$ cat config.mk
export PLATFORM = sky130hd
export DESIGN_NAME = inscache_flat
export DESIGN_NICKNAME = d
export VERILOG_FILES = /design/src/rtl/inscache_if.sv /design/src/rtl/inscache.sv /design/src/flat_wrapper.sv
export SDC_FILE = /design/constraint.sdc
export NUM_CORES = 2
export LEC_CHECK = 0
export ABC_AREA = 0
export CAP_MARGIN = 20
export CORE_MARGIN = 4
export CORE_UTILIZATION = 52
export DETAILED_ROUTE_END_ITERATION = 7
export PLACE_DENSITY = 0.71
export SETUP_SLACK_MARGIN = 0.2
export SYNTH_ARGS = -nofsm -noshare
export SYNTH_HDL_FRONTEND = slang
export SYNTH_SLANG_ARGS = --single-unit
$ cat constraint.sdc
create_clock -name clk_in -period 4.5 [get_ports clk_in]
set_input_delay 0.9 -clock clk_in [delete_from_list [all_inputs] [get_ports clk_in]]
set_output_delay 0.9 -clock clk_in [all_outputs]
set_load 0.02 [all_outputs]
$ cat src/rtl/inscache_if.sv
// Fetch-side and memory-controller-side signals of the instruction cache.
// The slave view is the cache itself; the master view is its environment.
interface inscache_if;
    logic [31:0] pc;
    logic        ask_for;
    logic        give_you;
    logic [31:0] g_ins;
    logic        mc_req;
    logic [31:0] mc_addr;
    logic        mc_done;
    logic [31:0] mc_data;

    modport slave (
        input  pc, ask_for, mc_done, mc_data,
        output give_you, g_ins, mc_req, mc_addr
    );

    modport master (
        output pc, ask_for, mc_done, mc_data,
        input  give_you, g_ins, mc_req, mc_addr
    );
endinterface

$ cat src/rtl/inscache.sv
// Direct-mapped read-only instruction cache with 16-byte lines refilled word by word,
// combinational hit path, and assembly of 32-bit instructions straddling two lines.
module inscache #(
    parameter int IDX_W = 4
) (
    input  logic     clk_in,
    input  logic     rst_in,
    input  logic     rdy_in,
    inscache_if.slave bus
);
    localparam int LINES = 1 << IDX_W;
    localparam int TAG_W = 28 - IDX_W;

    typedef enum logic {IDLE, REFILL} state_t;

    state_t           state_reg, state_next;
    logic [1:0]       cnt_reg, cnt_next;
    logic [27:0]      base_reg, base_next;
    logic [LINES-1:0] valid_reg, valid_next;
    logic             fill_we;

    logic [31:0]      data_mem [LINES][4];
    logic [TAG_W-1:0] tag_mem  [LINES];

    logic [2:0]       offset;
    logic [27:0]      line_a, line_b, miss_line;
    logic [IDX_W-1:0] idx_a, idx_b, base_idx;
    logic             hit_a, hit_b, hit, compressed;
    logic [127:0]     line_a_data;
    logic [143:0]     window;
    logic [15:0]      hw7;
    logic [31:0]      ins;
    logic             unused_pc0;

    assign unused_pc0 = bus.pc[0];

    // Line B is the successor line; the 28-bit add wraps modulo 2^32 bytes.
    assign offset   = bus.pc[3:1];
    assign line_a   = bus.pc[31:4];
    assign line_b   = line_a + 28'd1;
    assign idx_a    = line_a[IDX_W-1:0];
    assign idx_b    = line_b[IDX_W-1:0];
    assign base_idx = base_reg[IDX_W-1:0];

    assign hit_a = valid_reg[idx_a] && (tag_mem[idx_a] == line_a[27:IDX_W]);
    assign hit_b = valid_reg[idx_b] && (tag_mem[idx_b] == line_b[27:IDX_W]);

    assign line_a_data = {data_mem[idx_a][3], data_mem[idx_a][2],
                          data_mem[idx_a][1], data_mem[idx_a][0]};
    assign hw7         = line_a_data[127:112];
    assign compressed  = (hw7[1:0] != 2'b11);
    // Appending B.hw0 lets offset 7 use the same 32-bit window select as the rest.
    assign window      = {data_mem[idx_b][0][15:0], line_a_data};

    always_comb begin
        ins = window[{offset, 4'b0000} +: 32];
        if (offset == 3'd7 && compressed) begin
            ins = {16'h0000, hw7};
        end
    end

    assign hit       = (offset != 3'd7) ? hit_a : (hit_a && (compressed || hit_b));
    assign miss_line = hit_a ? line_b : line_a;

    assign bus.give_you = rdy_in && bus.ask_for && hit && (state_reg == IDLE);
    assign bus.g_ins    = bus.give_you ? ins : 32'h0;
    assign bus.mc_req   = (state_reg == REFILL);
    assign bus.mc_addr  = {base_reg, cnt_reg, 2'b00};

    always_comb begin
        state_next = state_reg;
        cnt_next   = cnt_reg;
        base_next  = base_reg;
        valid_next = valid_reg;
        fill_we    = 1'b0;
        if (rdy_in) begin
            case (state_reg)
                IDLE: begin
                    if (bus.ask_for && !hit) begin
                        base_next                          = miss_line;
                        cnt_next                           = 2'd0;
                        valid_next[miss_line[IDX_W-1:0]]   = 1'b0;
                        state_next                         = REFILL;
                    end
                end
                REFILL: begin
                    if (bus.mc_done) begin
                        fill_we  = 1'b1;
                        cnt_next = cnt_reg + 2'd1;
                        if (cnt_reg == 2'd3) begin
                            valid_next[base_idx] = 1'b1;
                            state_next           = IDLE;
                        end
                    end
                end
                default: state_next = IDLE;
            endcase
        end
    end

    always_ff @(posedge clk_in or negedge rst_in) begin
        if (!rst_in) begin
            state_reg <= IDLE;
            cnt_reg   <= 2'd0;
            base_reg  <= 28'd0;
            valid_reg <= '0;
        end else begin
            state_reg <= state_next;
            cnt_reg   <= cnt_next;
            base_reg  <= base_next;
            valid_reg <= valid_next;
        end
    end

    // Data and tags carry no reset; valid bits alone decide what is usable.
    always_ff @(posedge clk_in) begin
        if (fill_we) begin
            data_mem[base_idx][cnt_reg] <= bus.mc_data;
            if (cnt_reg == 2'd3) begin
                tag_mem[base_idx] <= base_reg[27:IDX_W];
            end
        end
    end
endmodule

$ cat src/flat_wrapper.sv
// flat-port wrapper written by rule: the top's interface ports become plain ports
module inscache_flat 
#(
    parameter int IDX_W = 4
)
  (clk_in, rst_in, rdy_in, bus_pc, bus_ask_for, bus_mc_done, bus_mc_data, bus_give_you, bus_g_ins, bus_mc_req, bus_mc_addr);
  inscache_if bus_i ();
  input  logic clk_in;
  input  logic rst_in;
  input  logic rdy_in;
  input wire logic [$bits(bus_i.pc)-1:0] bus_pc;
  input wire logic [$bits(bus_i.ask_for)-1:0] bus_ask_for;
  input wire logic [$bits(bus_i.mc_done)-1:0] bus_mc_done;
  input wire logic [$bits(bus_i.mc_data)-1:0] bus_mc_data;
  output wire logic [$bits(bus_i.give_you)-1:0] bus_give_you;
  output wire logic [$bits(bus_i.g_ins)-1:0] bus_g_ins;
  output wire logic [$bits(bus_i.mc_req)-1:0] bus_mc_req;
  output wire logic [$bits(bus_i.mc_addr)-1:0] bus_mc_addr;
  assign bus_i.pc = bus_pc;
  assign bus_i.ask_for = bus_ask_for;
  assign bus_i.mc_done = bus_mc_done;
  assign bus_i.mc_data = bus_mc_data;
  assign bus_give_you = bus_i.give_you;
  assign bus_g_ins = bus_i.g_ins;
  assign bus_mc_req = bus_i.mc_req;
  assign bus_mc_addr = bus_i.mc_addr;
  inscache #(.IDX_W(IDX_W)) u_core (.clk_in(clk_in), .rst_in(rst_in), .rdy_in(rdy_in), .bus(bus_i));
endmodule
Yosys cells after proc, flatten, opt, wreduce, memory -nomap -nowiden
Memory sizes are Yosys's and may differ from the RTL's.
Cells that the tools add are included.
{ "word_totals": {"output_inout_bits": 66, "elab_cells": 80, "mem_count": 2, "regBits": 47, "ram_bits": 2432, "in_bits": 69} }
{ "mem_list": {"columns": ["memory", "words", "width", "read_ports", "rd_clocked_by_memory_dff", "wr", "line", "rtl"], "rows": [
  ["u_core.data_mem", 16, 128, 2, 0, 1, "inscache.sv:22", "logic [31:0] data_mem [LINES][4];"],
  ["u_core.tag_mem", 16, 24, 2, 0, 1, "inscache.sv:23", "logic [TAG_W-1:0] tag_mem [LINES];"]
]} }
{ "classes": {"n_reduce_logical": 16, "n_bitwise": 5, "eq_ne": 9, "shift": 1, "n_addsub": 2, "order_cmp": 8, "muxes": 33} }
{ "op_table": {"columns": ["op", "count"], "rows": [
  ["144-bit by 8-bit indexed part select with 32-bit output", 1],
  ["128-bit two-way mux", 1],
  ["32-bit two-way mux", 3],
  ["32-bit demux with 2-bit select", 1],
  ["24-bit == test", 2],
  ["16-bit two-way mux", 3],
  ["16-bit case mux with 2 select lines", 1],
  ["28-bit by 1-bit adder with 28-bit output (second input constant)", 1],
  ["28-bit two-way mux", 1],
  ["4-bit by 5-bit less-than comparator with 1-bit output (second input constant)", 4],
  ["16-bit AND", 1],
  ["16-bit NOT", 1],
  ["16-bit bitwise OR", 1],
  ["1-bit two-way mux", 15],
  ["1-bit logical AND", 11],
  ["1-bit binary-select mux with 4-bit select", 2],
  ["1-bit demux with 4-bit select", 2],
  ["4-bit by 1-bit greater-or-equal comparator with 1-bit output (second input constant)", 2],
  ["2-bit inequality test (second input constant)", 4],
  ["3-bit AND reduction", 2],
  ["2-bit two-way mux", 2],
  ["2-bit case mux with 2 select lines", 1],
  ["4-bit AND reduction", 1],
  ["3-bit == test (second input constant)", 1],
  ["other kinds (10)", 10]
]} }

Depth between registers and ports, before layout
{ "depth": {"ltp_word": 12, "ltp_mapped": 18, "ltp_nobuf": 11} }

Worst setup path before layout
OpenSTA, ideal clock, no wires.
{ "synth_path": {"kind": "input-to-output", "from": "in bus_pc[4]", "to": "out bus_g_ins[10]", "arrival_ns": 4.108, "path_buffers": 4, "path_stages": 14, "required_time_ns": 3.600, "slack_ns": -0.508, "path_cell_list": "ha_1 > buf_4 > buf_4 > buf_2 > mux4_2 > mux2i_1 > xnor2_1 > nand4b_1 > a2111oi_1 > nand4_1 > nand2_1 > nand3b_1 > clkbuf_1 > nor2_1"} }
{ "synth_between": {"elab_chain_cells": 10, "elab_cells_between_ends": 21, "cone_classes": "add/sub: 1; eq/ne: 3; shift: 1; mux: 7; reduce/logical: 7; memory: 2"} }
{ "synth_rtl": {"columns": ["element", "line", "rtl"], "rows": [
  ["start: declaration", "flat_wrapper.sv:11", "input wire logic [$bits(bus_i.pc)-1:0] bus_pc;"],
  ["parallel branches: the longest is 9 deep, another holds memory 16 x 128 bit", null, null],
  ["32-bit two-way mux (*)", "inscache.sv:66", "assign bus.g_ins = bus.give_you ? ins : 32'h0;"],
  ["end: declaration", "flat_wrapper.sv:16", "output wire logic [$bits(bus_i.g_ins)-1:0] bus_g_ins;"]
]} }
Mark *: on every way between the ends. The select of a mux whose other input is x is not followed.

Worst setup path after layout
{ "layout_path": {"from": "in bus_pc[4]", "to": "out bus_g_ins[18]"} }
The elaborated chain is that of the path after synthesis.

==> impl_metrics.csv <==
group,metric,value,unit
detailed_routing,vias,53655,
setup_path,crit_arrival,4730,ps
detailed_routing,vias_per_cell,6.71,
setup_path,r2r.worst_path.cells,13,
layout,final_layout_size_suffix_gt1_frac,0.369,
power,powerDensity,436,nW/um2
layout,utilization,0.606,
setup_path,criticalPathCategory,"in2out",
timing,timing.final.hold_violations,0,
setup_path,start_kind,"primary input",
floorplanning,rows,163,
placed_design,portBuffers,131,
setup_path,crit_chain,"buf_8 > ha_4 > buf_8 > mux4_2 > mux2i_2 > xnor3_1 > a221oi_2 > o2111ai_1 > nor4_2 > nand4_1 > buf_4 > nand2_4 > nand3b_1 > buf_12 > buf_12 > buf_16 > nor2_4 > buf_6",
clock_network,cts_root_buffer,"clkbuf_16",
logic_synthesis,ys_types,76,
timing,rsz0062_at_grt,"yes",
clock_network,clkTransAtPathRegs,70,ps
logic_synthesis,synth_area_leader_cell,"edfxtp_1",
placed_design,place_congestion,0.949,
logic_synthesis,ys_top_cells_by_area,"edfxtp_1 (71%), mux4_2 (21%), mux2i_1 (1.3%)",
placed_design,preCtsSetupSlack,-1780,ps
setup_path,cp_top_family,"buffers and inverters",
layout,fillers,13532,
layout,nets,5228,
timing,fin_tns_setup,-35490,ps
timing,fin_hold_ws,77.1,ps
floorplanning,ios,135,
layout,largest_reg_flops,2048,
layout,area_growth,15.8,%
setup_path,startpoint,"bus_pc[4]",
clock_network,clock_latency,880,ps
setup_path,crit_cells,18,
timing,relSlewSlack,0.350,
floorplanning,die-area,206000,um2
timing,min_period,5630,ps
floorplanning,coreArea,197000,um2
setup_path,end_kind,"output pin",
setup_path,critPathMaxStageDelay,520,ps
timing,max_freq,178,MHz
clock_network,cts_tree,"built",
floorplanning,die_y,454,um
timing,setup_slack,-1130,ps
logic_synthesis,synth_top_cell_area_share,0.707,
detailed_routing,drt-initial-drc-count,7906,
detailed_routing,post_drt_wl_per_cell,35.2,um
logic_synthesis,yosysSeqAreaShare,0.718,
global_routing,grt_max_degree,117,
timing,slew_violations,0,
global_routing,grt_pass1_vias,53919,
clock_network,hold_buffers,0,
setup_path,cp_max_fo,8,
logic_synthesis,synth-edff-count,2432,
timing,worst_pin_slew,975,ps
clock_network,cts_sinks,2479,
power,p_total,52.1,mW
logic_synthesis,synth_cells,4631,
timing,finalClockSkew,46.1,ps
global_routing,antenna_found_initial,19,
floorplanning,dieWidth,454,um
status,violations,"setup timing",
layout,multi_input_area,28300,um2
setup_path,r2r_slack,910,ps
logic_synthesis,synth-async-reset-ratio,0.0190,
job,cap_violations,0,
clock_network,htree_levels,4,
setup_path,critPathBufInv,7,
global_routing,overflow,0,
logic_synthesis,yosys_register_bits,2479,
worst_hold_path,hp-class,"in2async",
logic_synthesis,avgSynthCellArea,22.3,um2
clock_network,cts_buffer_depth,3,
timing,fin_crit_sh,1.25,
power,vdd_drop_max,0.429,mV
global_routing,grt_use_total,0.274,
setup_path,worst_path_max_delay_cell,"mux4_2",
global_routing,grt_pass1_wl,400000,um
logic_synthesis,netlist_area,103000,um2
setup_path,reg2reg_from,"u_core.tag_mem[0][9]$_DFFE_PP_",
timing,setup_viol,33,
logic_synthesis,synth_warnings,0,
clock_network,numCtsBuffers,239,
logic_synthesis,yosys_most_used_dff,"edfxtp_1",
layout,ff_latch_area,74200,um2
detailed_routing,ant_nets,0,
detailed_routing,dr.pass1.iters,6,
status,status,"complete, but fails checks",
setup_path,cp.required,3600,ps
floorplanning,initial_core_util,0.523,
detailed_routing,wl,282000,um
power,p_leak,38.0,nW
detailed_routing,drc,0,
placed_design,dpl.hpwl,162000,um
[repair_timing]
| item | in CTS | in global routing |
|---|---|---|
| resized for setup | 191 | 14 |
| cloned | 6 | 1 |
| pin swaps | 19 | 6 |
| setup buffers | 9 | 2 |
| setup endpoints to repair | 33 | 33 |
[metrics by stage]
step	instances	area [um2]
5_1_grt	7991	120000
3_5_place_dp	7527	111000
3_3_place_gp	7527	111000
2_1_floorplan	4632	104000
6_report	7995	120000
4_1_cts	7978	119000
[logic make-up (layout without fill, tap and decap cells)]
kind of cell | count (synthesis) | count (layout) | share of synthesized area
AOI/OAI and AO/OA | 170 | 170 | 0.0115
muxes | 1119 | 1119 | 0.224
and+or+nand+nor | 448 | 448 | 0.0209
xor gates and xnor gates | 94 | 94 | 0.00872
buffers and inverters | 315 | 1032 | 0.0162
adders and majority gates | 5 | 5 | 0.000605
other | 1 | 8 | 0.0000363
DFF | 2479 | 2479 | 0.718
[final cells by class]
class	instances	share of cell area
repair buffers	585	0.0502
diodes	6	0.000126
multi-input cells	1838	0.237
inverters	11	0.000366
well taps	2640	0.0276
clock buffers	291	0.0525
flip-flops and latches	2479	0.620
clock inverters	145	0.0120
[worst paths after layout]
path	endpoint
max in group asynchronous	u_core.bus.mc_req$_DFFE_PN0P_
setup reg to reg	u_core.base_reg[11]$_DFFE_PN0P_
hold reg to reg	u_core.valid_reg[15]$_DFFE_PN0P_
min in group clk_in	u_core.data_mem[11][92]$_DFFE_PP_
setup / recovery	bus_g_ins[18]
hold / removal	u_core.base_reg[21]$_DFFE_PN0P_
[worst register-to-register path, cell delays in order (launching register included)]
cell,delay [ps]
edfxtp_1,400
mux4_2,480
mux2i_2,180
mux2i_2,140
xnor2_1,160
or4_4,560
a2111oi_4,300
nand4_1,250
buf_4,230
nand2_4,60
buf_4,110
a21oi_4,60
buf_4,220
mux2_4,320
[cells in the mapped netlist (4+ instances only)]
cell type  instances
a32oi_1            8
nand3_1           52
and4_1             4
nor4_1             5
mux2_2            21
a22oi_1            5
nor2_1           149
a31oi_1           32
nor3_1            15
buf_2             89
edfxtp_1        2432
inv_1             10
or3_1              5
a21oi_1           24
o31ai_1            4
nor2b_1           27
o2111ai_1          4
nand3b_1           4
mux4_2           941
nand2b_1          26
buf_1             26
clkbuf_1         119
buf_4             46
and3_1            22
and2_1             8
mux2_4            20
mux2i_1          134
o21ai_0           19
ha_1               5
nand4_1           25
xnor3_1            4
a211oi_1          21
o22ai_1           13
xnor2_1           67
a221oi_1           4
nand4b_1           6
dfrtp_1           47
xor2_1            20
nand2_1           91
o211ai_1           6
buf_6             20
[routing by layer]
layer | wire length (um) | vias to the layer above | global-route usage | part of all wire
met5 | 62 | - | 0 | 0.00022
met4 | 12100 | 10 | 0.109 | 0.043
met3 | 29800 | 542 | 0.0552 | 0.11
met2 | 134000 | 3488 | 0.422 | 0.48
met1 | 106000 | 28685 | 0.393 | 0.38
li1 | - | 20930 | - | -
[where the power goes]
part	switching, mW	total (mW)	leakage, nW	internal, mW
logic	2.94	5.17	11.7	2.23
registers	0.793	27.1	22.5	26.3
clock network	8.61	19.8	3.76	11.2
[cell usage in the layout, fill, tap and decap left out, types with 19 or more instances in the layout]
master | Yosys | layout
dfrtp_1 | 47 | 47
buf_2 | 89 | 34
nand2_1 | 91 | 90
mux2_2 | 21 | 21
bufinv_16 | 0 | 23
a21oi_1 | 24 | 24
buf_6 | 20 | 36
clkinv_1 | 0 | 55
clkdlybuf4s50_1 | 0 | 58
mux2i_1 | 134 | 122
clkinv_2 | 0 | 46
nand3_1 | 52 | 52
nor2b_1 | 27 | 27
and3_1 | 22 | 22
mux2_4 | 20 | 20
xnor2_1 | 67 | 67
a31oi_1 | 32 | 32
mux4_2 | 941 | 941
nand2b_1 | 26 | 26
edfxtp_1 | 2432 | 2432
clkbuf_16 | 0 | 245
clkbuf_1 | 119 | 47
a211oi_1 | 21 | 21
buf_4 | 46 | 348
nor2_4 | 0 | 96
nor2_1 | 149 | 53
o21ai_0 | 19 | 19
buf_12 | 2 | 91
nand4_1 | 25 | 25
xor2_1 | 20 | 20
(Power assumes the default switching activity.)
